--- src/rtl/clock_pkg.sv ---
// Shared types and widths for the clock mode controller and its alarm ringer.
// Latency: none. This file holds only declarations.
// Backpressure: none. This file holds only declarations.
package clock_pkg;

    typedef enum logic [1:0] {
        NORMAL     = 2'b00,
        ALARM_SET  = 2'b01,
        STOP_WATCH = 2'b11,
        SET_TIME   = 2'b10
    } mode_t;

    localparam int HOURS_W   = 5;
    localparam int MINUTES_W = 6;
    localparam int DISP_W    = 6;

    // Registered button levels and their rising edges, one bit per button.
    typedef struct packed {
        logic mode;
        logic inc;
        logic snooze;
    } btn_t;

    // Width of an alarm channel index. A single channel still gets one bit.
    function automatic int sel_width(input int n);
        return (n > 1) ? $clog2(n) : 1;
    endfunction

endpackage

--- src/rtl/alarm_ringer.sv ---
// Alarm channels: match-edge detection, lowest-index ring select, shared snooze timer and ring timeout.
// Latency: ringing is registered, so it shows one cycle after a match edge, snooze expiry or dismiss edge.
// Backpressure: none. A request that arrives while a channel is ringing is dropped, not queued.
module alarm_ringer
    import clock_pkg::*;
#(
    parameter int NUM_ALARMS = 2,
    parameter int SNOOZE_SEC = 300,
    parameter int RING_SEC   = 60
) (
    input  logic                            clk,
    input  logic                            rst,
    input  logic                            sec_tick,
    input  logic                            dismiss_edge,
    input  logic                            snooze_edge,
    input  logic [HOURS_W-1:0]              normal_hours,
    input  logic [MINUTES_W-1:0]            normal_minutes,
    input  logic [HOURS_W*NUM_ALARMS-1:0]   alarm_hours,
    input  logic [MINUTES_W*NUM_ALARMS-1:0] alarm_minutes,
    input  logic [NUM_ALARMS-1:0]           alarm_on,
    output logic [NUM_ALARMS-1:0]           alarm_ringing,
    output logic                            alarm_sound
);

    localparam int SEL_W  = sel_width(NUM_ALARMS);
    localparam int SNZ_W  = $clog2(SNOOZE_SEC + 1);
    localparam int RING_W = $clog2(RING_SEC + 1);

    logic [NUM_ALARMS-1:0] match, match_q, match_rise;
    logic [NUM_ALARMS-1:0] req, grant, snz_vec, ringing_n;
    logic [RING_W-1:0]     ring_cnt_q, ring_cnt_n;
    logic                  snz_armed_q, snz_armed_n;
    logic [SEL_W-1:0]      snz_ch_q, snz_ch_n, ring_idx;
    logic [SNZ_W-1:0]      snz_cnt_q, snz_cnt_n;
    logic                  snz_fire;
    logic                  found;

    // Per-channel comparison of the enabled alarm time against current time.
    always_comb begin
        match = '0;
        for (int k = 0; k < NUM_ALARMS; k++) begin
            match[k] = alarm_on[k]
                    && (alarm_hours[k*HOURS_W +: HOURS_W] == normal_hours)
                    && (alarm_minutes[k*MINUTES_W +: MINUTES_W] == normal_minutes);
        end
    end

    // Only the first cycle of a match starts ringing, so a dismissed alarm stays quiet for the rest of the minute.
    assign match_rise  = match & ~match_q;
    assign alarm_sound = |alarm_ringing;

    // Next ringing, ring timer and snooze state.
    always_comb begin
        ringing_n   = alarm_ringing;
        ring_cnt_n  = ring_cnt_q;
        snz_armed_n = snz_armed_q;
        snz_ch_n    = snz_ch_q;
        snz_cnt_n   = snz_cnt_q;
        snz_fire    = 1'b0;
        snz_vec     = '0;
        grant       = '0;
        found       = 1'b0;
        ring_idx    = '0;

        for (int k = 0; k < NUM_ALARMS; k++) begin
            if (alarm_ringing[k]) begin
                ring_idx = SEL_W'(k);
            end
        end

        // The snooze is consumed when it expires, whether or not it wins the ring.
        if (snz_armed_q && sec_tick) begin
            if (snz_cnt_q == SNZ_W'(1)) begin
                snz_fire    = 1'b1;
                snz_armed_n = 1'b0;
            end else begin
                snz_cnt_n = snz_cnt_q - 1'b1;
            end
        end
        snz_vec[snz_ch_q] = snz_fire;
        req = match_rise | (snz_vec & alarm_on);

        if (|alarm_ringing) begin
            if (sec_tick) begin
                if (ring_cnt_q == RING_W'(RING_SEC - 1)) begin
                    ringing_n = '0;
                end else begin
                    ring_cnt_n = ring_cnt_q + 1'b1;
                end
            end
            // A snooze outranks a dismiss or the ring timeout in the same cycle.
            if (snooze_edge) begin
                ringing_n   = '0;
                snz_armed_n = 1'b1;
                snz_ch_n    = ring_idx;
                snz_cnt_n   = SNZ_W'(SNOOZE_SEC);
            end else if (dismiss_edge) begin
                ringing_n = '0;
            end
        end else begin
            for (int k = 0; k < NUM_ALARMS; k++) begin
                if (req[k] && !found) begin
                    grant[k] = 1'b1;
                    found    = 1'b1;
                end
            end
            ringing_n  = grant;
            ring_cnt_n = '0;
        end

        // A channel switched off loses its ring and any pending snooze at once.
        ringing_n = ringing_n & alarm_on;
        if (snz_armed_n && !alarm_on[snz_ch_n]) begin
            snz_armed_n = 1'b0;
        end
        if (ringing_n == '0) begin
            ring_cnt_n = '0;
        end
    end

    // Ringer state registers.
    always_ff @(posedge clk or posedge rst) begin
        if (rst) begin
            match_q       <= '0;
            alarm_ringing <= '0;
            ring_cnt_q    <= '0;
            snz_armed_q   <= 1'b0;
            snz_ch_q      <= '0;
            snz_cnt_q     <= '0;
        end else begin
            match_q       <= match;
            alarm_ringing <= ringing_n;
            ring_cnt_q    <= ring_cnt_n;
            snz_armed_q   <= snz_armed_n;
            snz_ch_q      <= snz_ch_n;
            snz_cnt_q     <= snz_cnt_n;
        end
    end

endmodule

--- src/rtl/clock_mode_ctrl.sv ---
// Clock mode sequencer with idle auto-return, display mux, and the alarm ringer instance.
// Latency: button edges act one cycle after the level rises; state is registered; enables, normal_en and display are combinational.
// Backpressure: none. A mode edge is simply ignored until the current mode's ack flag is high.
module clock_mode_ctrl
    import clock_pkg::*;
#(
    parameter int NUM_ALARMS = 2,
    parameter int SNOOZE_SEC = 300,
    parameter int RING_SEC   = 60,
    parameter int IDLE_SEC   = 30
) (
    input  logic                               clk,
    input  logic                               rst,
    input  logic                               sec_tick,
    input  logic                               mode_button,
    input  logic                               inc_button,
    input  logic                               snooze_button,
    input  logic [HOURS_W-1:0]                 normal_hours,
    input  logic [MINUTES_W-1:0]               normal_minutes,
    input  logic [HOURS_W*NUM_ALARMS-1:0]      alarm_hours,
    input  logic [MINUTES_W*NUM_ALARMS-1:0]    alarm_minutes,
    input  logic [NUM_ALARMS-1:0]              alarm_on,
    input  logic                               set_alarm_ack_flag,
    input  logic                               stop_watch_ack_flag,
    input  logic                               set_time_ack_flag,
    input  logic [HOURS_W-1:0]                 set_time_hours,
    input  logic [MINUTES_W-1:0]               set_time_minutes,
    input  logic [MINUTES_W-1:0]               stop_watch_minutes,
    input  logic [MINUTES_W-1:0]               stop_watch_seconds,
    output logic                               set_time_en,
    output logic                               set_alarm_en,
    output logic [sel_width(NUM_ALARMS)-1:0]   alarm_sel,
    output logic                               stop_watch_en,
    output logic                               normal_en,
    output logic                               alarm_sound,
    output logic [NUM_ALARMS-1:0]              alarm_ringing,
    output logic [DISP_W-1:0]                  hours_fsm,
    output logic [DISP_W-1:0]                  minutes_fsm
);

    localparam int SEL_W  = sel_width(NUM_ALARMS);
    localparam int IDLE_W = $clog2(IDLE_SEC + 1);

    btn_t             btn_lvl_q, btn_prev_q, btn_edge;
    logic             any_edge;
    mode_t            state_q, state_n;
    logic [SEL_W-1:0] sel_q, sel_n;
    logic [IDLE_W-1:0] idle_q, idle_n;
    logic             idle_timeout;

    // Register each button once, then keep the previous level for edge detection.
    always_ff @(posedge clk or posedge rst) begin
        if (rst) begin
            btn_lvl_q  <= '0;
            btn_prev_q <= '0;
        end else begin
            btn_lvl_q  <= {mode_button, inc_button, snooze_button};
            btn_prev_q <= btn_lvl_q;
        end
    end

    assign btn_edge = btn_lvl_q & ~btn_prev_q;
    assign any_edge = btn_edge.mode | btn_edge.inc | btn_edge.snooze;

    // The second that would complete the idle period forces NORMAL, even over a same-cycle mode edge.
    assign idle_timeout = (state_q != NORMAL) && sec_tick
                       && (idle_q == IDLE_W'(IDLE_SEC - 1));

    // Mode state, selected alarm channel and idle counter registers.
    always_ff @(posedge clk or posedge rst) begin
        if (rst) begin
            state_q <= NORMAL;
            sel_q   <= '0;
            idle_q  <= '0;
        end else begin
            state_q <= state_n;
            sel_q   <= sel_n;
            idle_q  <= idle_n;
        end
    end

    // Next mode, channel select, idle count and the timekeeper load strobe.
    always_comb begin
        state_n   = state_q;
        sel_n     = sel_q;
        idle_n    = idle_q;
        normal_en = 1'b0;

        if (any_edge) begin
            idle_n = '0;
        end else if (sec_tick) begin
            idle_n = idle_q + 1'b1;
        end

        case (state_q)
            NORMAL: begin
                idle_n = '0;
                if (btn_edge.mode) begin
                    state_n = ALARM_SET;
                    sel_n   = '0;
                end
            end
            ALARM_SET: begin
                if (btn_edge.mode && set_alarm_ack_flag) begin
                    if (int'(sel_q) < NUM_ALARMS - 1) begin
                        sel_n = sel_q + 1'b1;
                    end else begin
                        state_n = STOP_WATCH;
                        sel_n   = '0;
                    end
                end
            end
            STOP_WATCH: begin
                if (btn_edge.mode && stop_watch_ack_flag) begin
                    state_n = SET_TIME;
                end
            end
            SET_TIME: begin
                if (btn_edge.mode && set_time_ack_flag) begin
                    state_n   = NORMAL;
                    normal_en = 1'b1;
                end
            end
            default: state_n = NORMAL;
        endcase

        // An abandoned edit returns home without loading the timekeeper.
        if (idle_timeout) begin
            state_n   = NORMAL;
            sel_n     = '0;
            idle_n    = '0;
            normal_en = 1'b0;
        end
    end

    assign set_time_en   = (state_q == SET_TIME);
    assign set_alarm_en  = (state_q == ALARM_SET);
    assign stop_watch_en = (state_q == STOP_WATCH);
    assign alarm_sel     = sel_q;

    // Display source follows the current mode; normal time is the fallback.
    always_comb begin
        hours_fsm   = DISP_W'(normal_hours);
        minutes_fsm = DISP_W'(normal_minutes);
        case (state_q)
            ALARM_SET: begin
                hours_fsm   = DISP_W'(alarm_hours[int'(sel_q)*HOURS_W +: HOURS_W]);
                minutes_fsm = DISP_W'(alarm_minutes[int'(sel_q)*MINUTES_W +: MINUTES_W]);
            end
            STOP_WATCH: begin
                hours_fsm   = DISP_W'(stop_watch_minutes);
                minutes_fsm = DISP_W'(stop_watch_seconds);
            end
            SET_TIME: begin
                hours_fsm   = DISP_W'(set_time_hours);
                minutes_fsm = DISP_W'(set_time_minutes);
            end
            default: ;
        endcase
    end

    alarm_ringer #(
        .NUM_ALARMS (NUM_ALARMS),
        .SNOOZE_SEC (SNOOZE_SEC),
        .RING_SEC   (RING_SEC)
    ) u_ringer (
        .clk            (clk),
        .rst            (rst),
        .sec_tick       (sec_tick),
        .dismiss_edge   (btn_edge.inc | btn_edge.mode),
        .snooze_edge    (btn_edge.snooze),
        .normal_hours   (normal_hours),
        .normal_minutes (normal_minutes),
        .alarm_hours    (alarm_hours),
        .alarm_minutes  (alarm_minutes),
        .alarm_on       (alarm_on),
        .alarm_ringing  (alarm_ringing),
        .alarm_sound    (alarm_sound)
    );

endmodule

--- config.mk ---
export PLATFORM = sky130hd
export DESIGN_NAME = clock_mode_ctrl
export DESIGN_NICKNAME = d
export VERILOG_FILES = /design/src/rtl/clock_pkg.sv /design/src/rtl/alarm_ringer.sv /design/src/rtl/clock_mode_ctrl.sv
export SDC_FILE = /design/constraint.sdc
export NUM_CORES = 1
export LEC_CHECK = 0
export BUFFER_PORTS_ARGS = -buffer_cell sky130_fd_sc_hd__buf_4
export CAP_MARGIN = 20
export CORE_UTILIZATION = 30
export DETAILED_ROUTE_END_ITERATION = 16
export HOLD_SLACK_MARGIN = 0.03
export PLACE_DENSITY = 0.61
export SLEW_MARGIN = 20
export SYNTH_ARGS = -nofsm -noshare
export SYNTH_HDL_FRONTEND = slang
export SYNTH_SLANG_ARGS = --single-unit
--- constraint.sdc ---
create_clock -name clk -period 2.07 [get_ports clk]
set_input_delay 0.1035 -clock clk [delete_from_list [all_inputs] [get_ports clk]]
set_output_delay 0.1035 -clock clk [all_outputs]
set_load 0.005 [all_outputs]
==> results of run 1 <==
## metrics by stage
stage          power (mW)  cells
2_1_floorplan       1.351    231
6_report            2.210    426
3_5_place_dp        1.751    414
5_1_grt             2.334    426
3_3_place_gp        1.739    414
4_1_cts             2.242    426
## worst register-to-register path, delay by kind of cell, from the launching register on
| kind | cells | cell delay [ps] |
|---|---|---|
| flip-flops | 1 | 370 |
| AND/OR/NAND/NOR | 3 | 820 |
| AO/OA/AOI/OAI | 2 | 430 |
## cells in the final DEF, fill, tap and decap left out, types with 2 or more instances in the layout
master,netlist,final
nand4_1,11,11
a21oi_1,5,5
clkbuf_8,0,5
mux4_2,11,11
nand2b_1,2,2
clkinv_2,0,3
a211o_1,2,2
xor2_1,8,8
mux2i_1,3,3
nor2_1,20,20
a31oi_1,2,2
dfrtp_1,35,34
nor3_1,7,7
o21ai_0,6,6
buf_4,1,90
inv_1,9,9
nor4_1,4,4
dlygate4sd3_1,0,4
nand2_1,19,19
nand3_1,5,5
ha_1,5,5
and2_1,2,2
nor2b_1,4,4
xnor2_1,27,27
nor3b_1,2,2
mux2_2,11,11
## power by group through the flow
stage / Clock, mW / Sequential (mW) / Combinational (mW)
after floorplan: 0 / 0.769 / 0.582
after global routing: 0.516 / 0.821 / 0.998
after global placement: 0 / 0.821 / 0.918
final: 0.466 / 0.813 / 0.931
after CTS: 0.492 / 0.812 / 0.938
after detailed placement: 0 / 0.822 / 0.929
## path summary, 6_finish.rpt
path	from	end	cells past startpoint
min reg2reg	btn_lvl_q[0]	btn_prev_q[0]	0
min	alarm_on[1]	u_ringer.alarm_ringing[1]	2
max reg2reg	btn_lvl_q[0]	idle_q[4]	5
min in group asynchronous	rst	idle_q[4]	4
max in group asynchronous	rst	alarm_sel	4
max	alarm_sel	hours_fsm[0]	3
## metal layers
metal / share of wire (%) / vias up
li1: - / 1013
met1: 47 / 1029
met2: 50 / 24
met3: 2.3 / 5
met4: 0.55 / 0
met5: 0 / -
## cell type report
| type | count | area, um2 | share of cell area, % |
|---|---|---|---|
| inverter | 9 | 33.78 | 1.033 |
| clock buffer | 5 | 68.82 | 2.105 |
| sequential | 35 | 877.1 | 26.83 |
| clock inverter | 3 | 15.01 | 0.4592 |
| timing repair buffer | 94 | 715.7 | 21.89 |
| multi-input combinational | 178 | 1431 | 43.78 |
| tap | 102 | 127.6 | 3.904 |
## cell families (layout without fill, tap and decap cells)
logic type,count (synthesis),count (layout)
and+or+nand+nor,88,88
xor gates and xnor gates,35,35
DFF,35,35
AOI/OAI and AO/OA,25,25
muxes,25,25
buffers and inverters,18,111
adders and majority gates,5,5
## flip-flops by register name, summed over array words and instances, names as in the netlist
name and cells:
alarm_sel 1, btn_lvl_q 3, btn_prev_q 3, idle_q 5, state_q 2, u_ringer.alarm_ringing 2
u_ringer.match_q 2, u_ringer.ring_cnt_q 6, u_ringer.snz_armed_q 1, u_ringer.snz_ch_q 1, u_ringer.snz_cnt_q 9
## repair_timing
item,in CTS,in global routing
setup endpoints to repair,11,0
hold buffers,4,0
gates resized for setup,1,0
endpoints found under the hold margin,38,0
==> out/results.tsv, run 1 <==
metric	value	unit
status	finished, final reports clean	
hold_ws	97.17	ps
period_needed	1963	ps
yosys_warnings	0	
setup_viol	0	
synth.area.top_cells	dfrtp_1 37%, mux4_2 10%, xnor2_1 9.9%	
tns	0	ps
cts_tree	done	
startpoint_type	register	
h-tree-depth	2	
synthSimpleGateAreaFrac	20.63	%
finClkSkew	2.351	ps
final_hold_viol_count	0	
synth-edff-count	0	
cts_made_buffers	5	
rows	32	
grt_pass1_wl	9.673	mm
synth_xor_area_share	12.86	%
cts_root_buf	clkbuf_8	
fin_area	3269	um2
cp.required	1970	ps
drive_gt1_share	39.51	%
synth-compound-area-share	7.087	%
tightest_slew	618.9	ps
syn_area_per_cell	10.32	um2
fmax	0.5094	GHz
worstSetupEndpointType	primary output	
cp_num_buf_inv	1	
ys_async_sr_fraction	100.0	%
max-slew-margin-rel	58.42	%
power.density	676.0	nW/um2
use_met2	24.31	%
wirelength	6.225	mm
grt_overflow_total	0	
critPathTopFamily	multiplexers	
yosys-mux-area-fraction	16.85	%
p_leak	1.421	nW
dp_hpwl	4.969	mm
ios	87	
rsz0062_at_grt	false	
hold_path.class	in -> reg	
place_area	3144	um2
synth-main-ff-cell	dfrtp_1	
fin_util	42.53	%
intPower	1.538	mW
numPortBuffers	86	
grt_usage	14.87	%
dpl_worst_slack	236.9	ps
synth.yosys.seq_area_share	36.75	%
drc	0	
yosysMostFrequentCell	dfrtp_1	
cp_max_fo	16	
sw_frac_of_total	30.42	%
synth_top_cell_area_share	36.75	%
synth_nets	303	
peakVddDrop	0.3134	mV
arrival	1860	ps
maxCapViolations	0	
path_class	reg -> out	
wl_per_cell	14.61	um
clock_latency	280	ps
cts.sinks	35	
core	7687	um2
met3_usage	2.596	%
setup_ws	106.7	ps
vias	2071	
met1_usage	20.60	%
cts_buffer_depth	2	
grt_max_degree	36	
path_cells	mux2_2 -> mux4_2 -> buf_4	
timing.final.crit_share	94.84	%
antenna_found_initial	0	
slowest_stage	dfrtp_2	
p_switching	0.6724	mW
r2r_setup_slack	400	ps
synth_top_family_by_area	simple AND/OR/NAND/NOR gates	
clk_pin_slew	70	ps
finalMaxSlewViolations	0	
detail-route-antenna-nets	0	
top_usage_layer	met2	
clock_power_share	21.1	%
synth_area_leader_cell	dfrtp_1	
final_nets	395	
synthAdderAreaFrac	2.625	%
die_w	91.14	um
p_seq_share	36.8	%
n_antenna_cell	0	
die_y	91.14	um
firstDrtPassIters	4	
synthCells	231	
dr.first_iter.drc_count	74	
dieArea	8306	um2
ys_types	47	
combPwrFrac	42.1	%
synth-seq-cells	35	
initial_utilization	31.01	%
gp_congestion	0.7581	
grt_pass1_vias	1970	
yosys-top-cells-count	35 x dfrtp_1, 27 x xnor2_1, 20 x nor2_1	
worst_path_largest_cell_delay	570	ps
area_growth_syn_to_layout	37.17	%
vias_per_cell	4.862	
cts_setup_buffers	0	
nFillCells	762	
synth_area	2384	um2
Note: power is estimated with default switching activity, not from simulation.
==> run 2, diff against run 1 <==
--- a/config.mk
+++ b/config.mk
@@ -7,6 +7,7 @@
 export LEC_CHECK = 0
 export BUFFER_PORTS_ARGS = -buffer_cell sky130_fd_sc_hd__buf_4
 export CAP_MARGIN = 20
+export CORE_MARGIN = 10
 export CORE_UTILIZATION = 30
 export DETAILED_ROUTE_END_ITERATION = 16
 export HOLD_SLACK_MARGIN = 0.03
==> constraint.sdc (replaced) <==
create_clock -name clk -period 2.1 [get_ports clk]
set_input_delay 0.105 -clock clk [delete_from_list [all_inputs] [get_ports clk]]
set_output_delay 0.105 -clock clk [all_outputs]
set_load 0.005 [all_outputs]
==> run 2 against run 1 <==
Effect of this change: sequential cell count did not move; critical path depth did not move; combinational power fell by 3.1%; worst setup slack improved by 62 ps; critical path type unchanged.
==> out/results.tsv, run 2 (synthesis gave the netlist of run 1 again) <==
metric	value	unit
nFillCells	768	
status	finished, final reports clean	
rows	32	
worstSetupEndpointType	primary output	
drive_gt1_share	39.20	%
cts_buffer_depth	2	
slowest_stage	dfrtp_2	
h-tree-depth	2	
cts_root_buf	clkbuf_8	
largest_register_ff_count	9	
grt_overflow_total	0	
top_regs	u_ringer.snz_cnt_q x9, u_ringer.ring_cnt_q x6, idle_q x5	
numPortBuffers	86	
clock_latency	280	ps
cts_made_buffers	5	
maxCapViolations	0	
worstRegToRegCells	5	
final_common_cell	buf_4	
power.density	685.7	nW/um2
dp_hpwl	5.640	mm
period_needed	1931	ps
rsz0062_at_grt	false	
largest-register	u_ringer.snz_cnt_q	
mostFrequentLayoutCells	90 x buf_4, 34 x dfrtp_1, 27 x xnor2_1, 20 x nor2_1, 19 x nand2_1	
firstDrtPassIters	4	
grt_max_degree	36	
cp.required	2000	ps
cts_tree	done	
hold_path.class	in -> reg	
path_cells	mux2_2 -> mux4_2 -> buf_4	
worst_path_largest_cell_delay	570	ps
tightest_slew	592.9	ps
grt_pass1_vias	2298	
r2r-end	idle_q[4]	
p_leak	1.425	nW
die_w	109.1	um
detail-route-antenna-nets	0	
grt_usage	11.32	%
gp_congestion	0.7759	
fmax	0.5179	GHz
cts.sinks	35	
regToRegStartpoint	btn_lvl_q[0]	
core	7727	um2
timing.final.crit_share	91.95	%
die_y	109.1	um
grt_pass1_wl	10.98	mm
final_hold_viol_count	0	
area_growth_syn_to_layout	37.85	%
clk_pin_slew	70	ps
ios	87	
cts_setup_buffers	0	
initial_utilization	30.85	%
drc	0	
finClkSkew	2.829	ps
min_to	u_ringer.alarm_ringing[1]	
r2r_setup_slack	450	ps
whs_path_depth	2	
peakVddDrop	0.3586	mV
dr.first_iter.drc_count	117	
cp_max_fo	16	
n_antenna_cell	0	
antenna_found_initial	0	
arrival	1830	ps
vias	2062	
tns	0	ps
finalMaxSlewViolations	0	
wirelength	6.862	mm
wl_per_cell	16.11	um
vias_per_cell	4.840	
final_nets	395	
setup_ws	169.1	ps
hold_start	alarm_on[1]	
path_class	reg -> out	
dieArea	11910	um2
dpl_worst_slack	283.6	ps
setup_viol	0	
startpoint_type	register	
max-slew-margin-rel	60.17	%
## run 2: changes by cell type in the layout (fill, tap and decap cells not counted)
cell      delta
clkinv_2     -3
clkbuf_1     +1
clkbuf_8     +2
## run 2: stage by stage
step / std cells / power (mW) / util, % / hold WS (ps) / instance area [um2]
6_report: 426 / 2.253 / 42.52 / 101.8 / 3286
5_1_grt: 426 / 2.400 / 42.52 / 101.1 / 3286
4_1_cts: 426 / 2.284 / 42.52 / 93.25 / 3286
3_5_place_dp: 414 / 1.741 / 40.69 / 215.4 / 3144
3_3_place_gp: 414 / 1.730 / 40.69 / 214.1 / 3144
2_1_floorplan: 231 / 1.332 / - / 136.4 / 2384
## run 2: layout make-up
| cell class | count | area, um2 | area share [%] |
|---|---|---|---|
| Clock buffer | 8 | 100.1 | 3.046 |
| Inverter | 9 | 33.78 | 1.028 |
| Multi-Input combinational cell | 178 | 1431 | 43.56 |
| Sequential cell | 35 | 877.1 | 26.69 |
| Tap cell | 102 | 127.6 | 3.884 |
| Timing Repair Buffer | 94 | 715.7 | 21.78 |
## run 2: per-layer routing
layer	vias to the layer above	wire length, um	GRT usage, %
li1	1013	-	-
met1	1004	2958	14.52
met2	37	3592	19.45
met3	8	231	2.301
met4	0	79	1.789
met5	-	0	0
## run 2: how the worst max path moves through the flow
stage / start / to / slack (ps) / depth (start not counted)
floorplan: alarm_sel / hours_fsm[0] / 510 / 4
detailed placement: alarm_sel / minutes_fsm[5] / 280 / 3
finish: alarm_sel / minutes_fsm[5] / 170 / 3
global placement: alarm_sel / hours_fsm[4] / 300 / 3
global route: alarm_sel / minutes_fsm[0] / 80 / 3
CTS: alarm_sel / minutes_fsm[5] / 150 / 3
## run 2: worst max-delay path: cells and delay by family, from the launching register on
kind / cells / cell delay (ps)
mux: 2 / 830
flops: 1 / 570
buf+inv: 1 / 150
## run 2: timing repair
action,CTS,global route
hold endpoints to repair,38,0
setup endpoints to repair,11,0
hold buffers,4,0
gates resized for setup,1,0
## run 2: where the power goes
group / internal, mW / switching (mW) / total (mW)
Clock: 0.299 / 0.231 / 0.530
Combinational: 0.571 / 0.331 / 0.902
Sequential: 0.718 / 0.103 / 0.821
Total: 1.59 / 0.665 / 2.25
==> run 3, diff against run 2 <==
--- a/config.mk
+++ b/config.mk
@@ -12,6 +12,8 @@
 export DETAILED_ROUTE_END_ITERATION = 16
 export HOLD_SLACK_MARGIN = 0.03
 export PLACE_DENSITY = 0.61
+export RECOVER_POWER = 100
+export REMOVE_ABC_BUFFERS = 1
 export SLEW_MARGIN = 20
 export SYNTH_ARGS = -nofsm -noshare
 export SYNTH_HDL_FRONTEND = slang
==> run 3 against run 2 <==
Effect of this change: largest power group is now sequential cells; critical endpoint is now hours_fsm[3]; clock power down 12%; core utilization fell by 1.1 points; sequential power rose by 2.7%; clock skew up 6.5 ps.
==> out/results.tsv, run 3 (synthesis gave the netlist of run 1 again) <==
metric	value	unit
final_common_cell	buf_4	
cts.sinks	35	
dr.first_iter.drc_count	90	
place_area	3152	um2
worstSetupEndpointType	primary output	
grt_overflow_total	0	
hold_path.class	in -> reg	
clk_pin_slew	70	ps
vias	2078	
ios	87	
dieArea	11910	um2
largest_register_ff_count	9	
hold_start	alarm_on[0]	
maxCapViolations	0	
fmax	0.5113	GHz
finalPower	2.149	mW
drive_gt1_share	34.46	%
area_growth_syn_to_layout	34.17	%
final_nets	396	
finClkSkew	9.288	ps
power.density	672.0	nW/um2
critPathTopFamily	multiplexers	
fin_area	3198	um2
largest-register	u_ringer.snz_cnt_q	
finalMaxSlewViolations	0	
die_w	109.1	um
n_antenna_cell	0	
vias_per_cell	4.867	
grt_pass1_wl	10.82	mm
core	7727	um2
tightest_slew	858.6	ps
p_leak	1.361	nW
path_class	reg -> out	
max-slew-margin-rel	42.76	%
arrival	1850	ps
mostFrequentLayoutCells	66 x buf_4, 33 x dfrtp_1, 27 x xnor2_1, 20 x nor2_1, 19 x nand2_1	
path_cells	mux2_2 -> mux4_2 -> clkbuf_4	
cts_made_buffers	5	
top_regs	u_ringer.snz_cnt_q x9, u_ringer.ring_cnt_q x6, idle_q x5	
rows	32	
setup_viol	0	
dp_hpwl	5.541	mm
dpl_worst_slack	237.3	ps
regToRegStartpoint	u_ringer.snz_cnt_q[6]	
layout.cells.non_filler	427	
firstDrtPassIters	4	
period_needed	1956	ps
dp.cells	415	
startpoint_type	register	
status	finished, final reports clean	
clock_latency	280	ps
grt_usage	11.24	%
hold_ws	106.1	ps
peakVddDrop	0.2965	mV
cts_tree	done	
antenna_found_initial	0	
detail-route-antenna-nets	0	
drc	0	
fin_util	41.39	%
cp_num_buf_inv	1	
worst_path_largest_cell_delay	570	ps
setup_ws	144.0	ps
tns	0	ps
grt_pass1_vias	2341	
wl_per_cell	15.52	um
h-tree-depth	2	
die_y	109.1	um
cp_max_fo	16	
initial_utilization	30.85	%
rsz0062_at_grt	false	
cts_root_buf	clkbuf_8	
wirelength	6.629	mm
cp.required	2000	ps
numPortBuffers	86	
timing.final.crit_share	93.14	%
cts_buffer_depth	2	
final_hold_viol_count	0	
slowest_stage	dfrtp_2	
startpoint	alarm_sel	
grt_max_degree	36	
gp_congestion	0.7536	
[run 3: cell types whose count changed in the layout (fill, tap and decap cells not counted), moves of 2 or more]
cell,previous run,this run
buf_4,90,66
clkbuf_1,1,15
clkbuf_4,0,11
clkbuf_8,7,5
nor4_1,4,6
[run 3: what timing repair did]
action | CTS | global route
resized for setup | 1 | 1
endpoints found under the hold margin | 38 | 0
buffers inserted | 0 | 0
hold buffers | 4 | 0
pin swaps | 0 | 0
endpoints found under the setup margin | 11 | 1
[run 3: layout make-up]
| class | instances | area (um2) |
|---|---|---|
| fillers | 778 | 4529 |
| multi-input cells | 178 | 1405 |
| flip-flops and latches | 35 | 878.3 |
| repair buffers | 95 | 671.9 |
| well taps | 102 | 127.6 |
| clock buffers | 7 | 76.32 |
| inverters | 9 | 33.78 |
| clock inverters | 1 | 5.005 |
[run 3: worst paths after layout]
check | to | slack, ps | cells past startpoint
worst min-delay path | u_ringer.alarm_ringing[0] | 110 | 2
worst min register to register | btn_prev_q[0] | 370 | 0
worst max-delay path | hours_fsm[3] | 140 | 3
worst max register to register | u_ringer.alarm_ringing[0] | 270 | 5
min in group asynchronous | u_ringer.ring_cnt_q[1] | 630 | 4
max in group asynchronous | state_q[1] | 870 | 4
[run 3: routing by layer]
layer | up-vias | share of wire [%] | GRT usage, %
li1 | 1018 | - | -
met4 | 0 | 1.5 | 3.013
met1 | 987 | 40 | 12.13
met5 | - | 0 | 0
met2 | 61 | 50 | 19.45
met3 | 12 | 8.3 | 5.192
[run 3: report_power, final]
part / switching, mW / total, mW / internal [mW]
logic: 0.312 / 0.839 / 0.527
clock network: 0.235 / 0.467 / 0.233
registers: 0.124 / 0.843 / 0.719
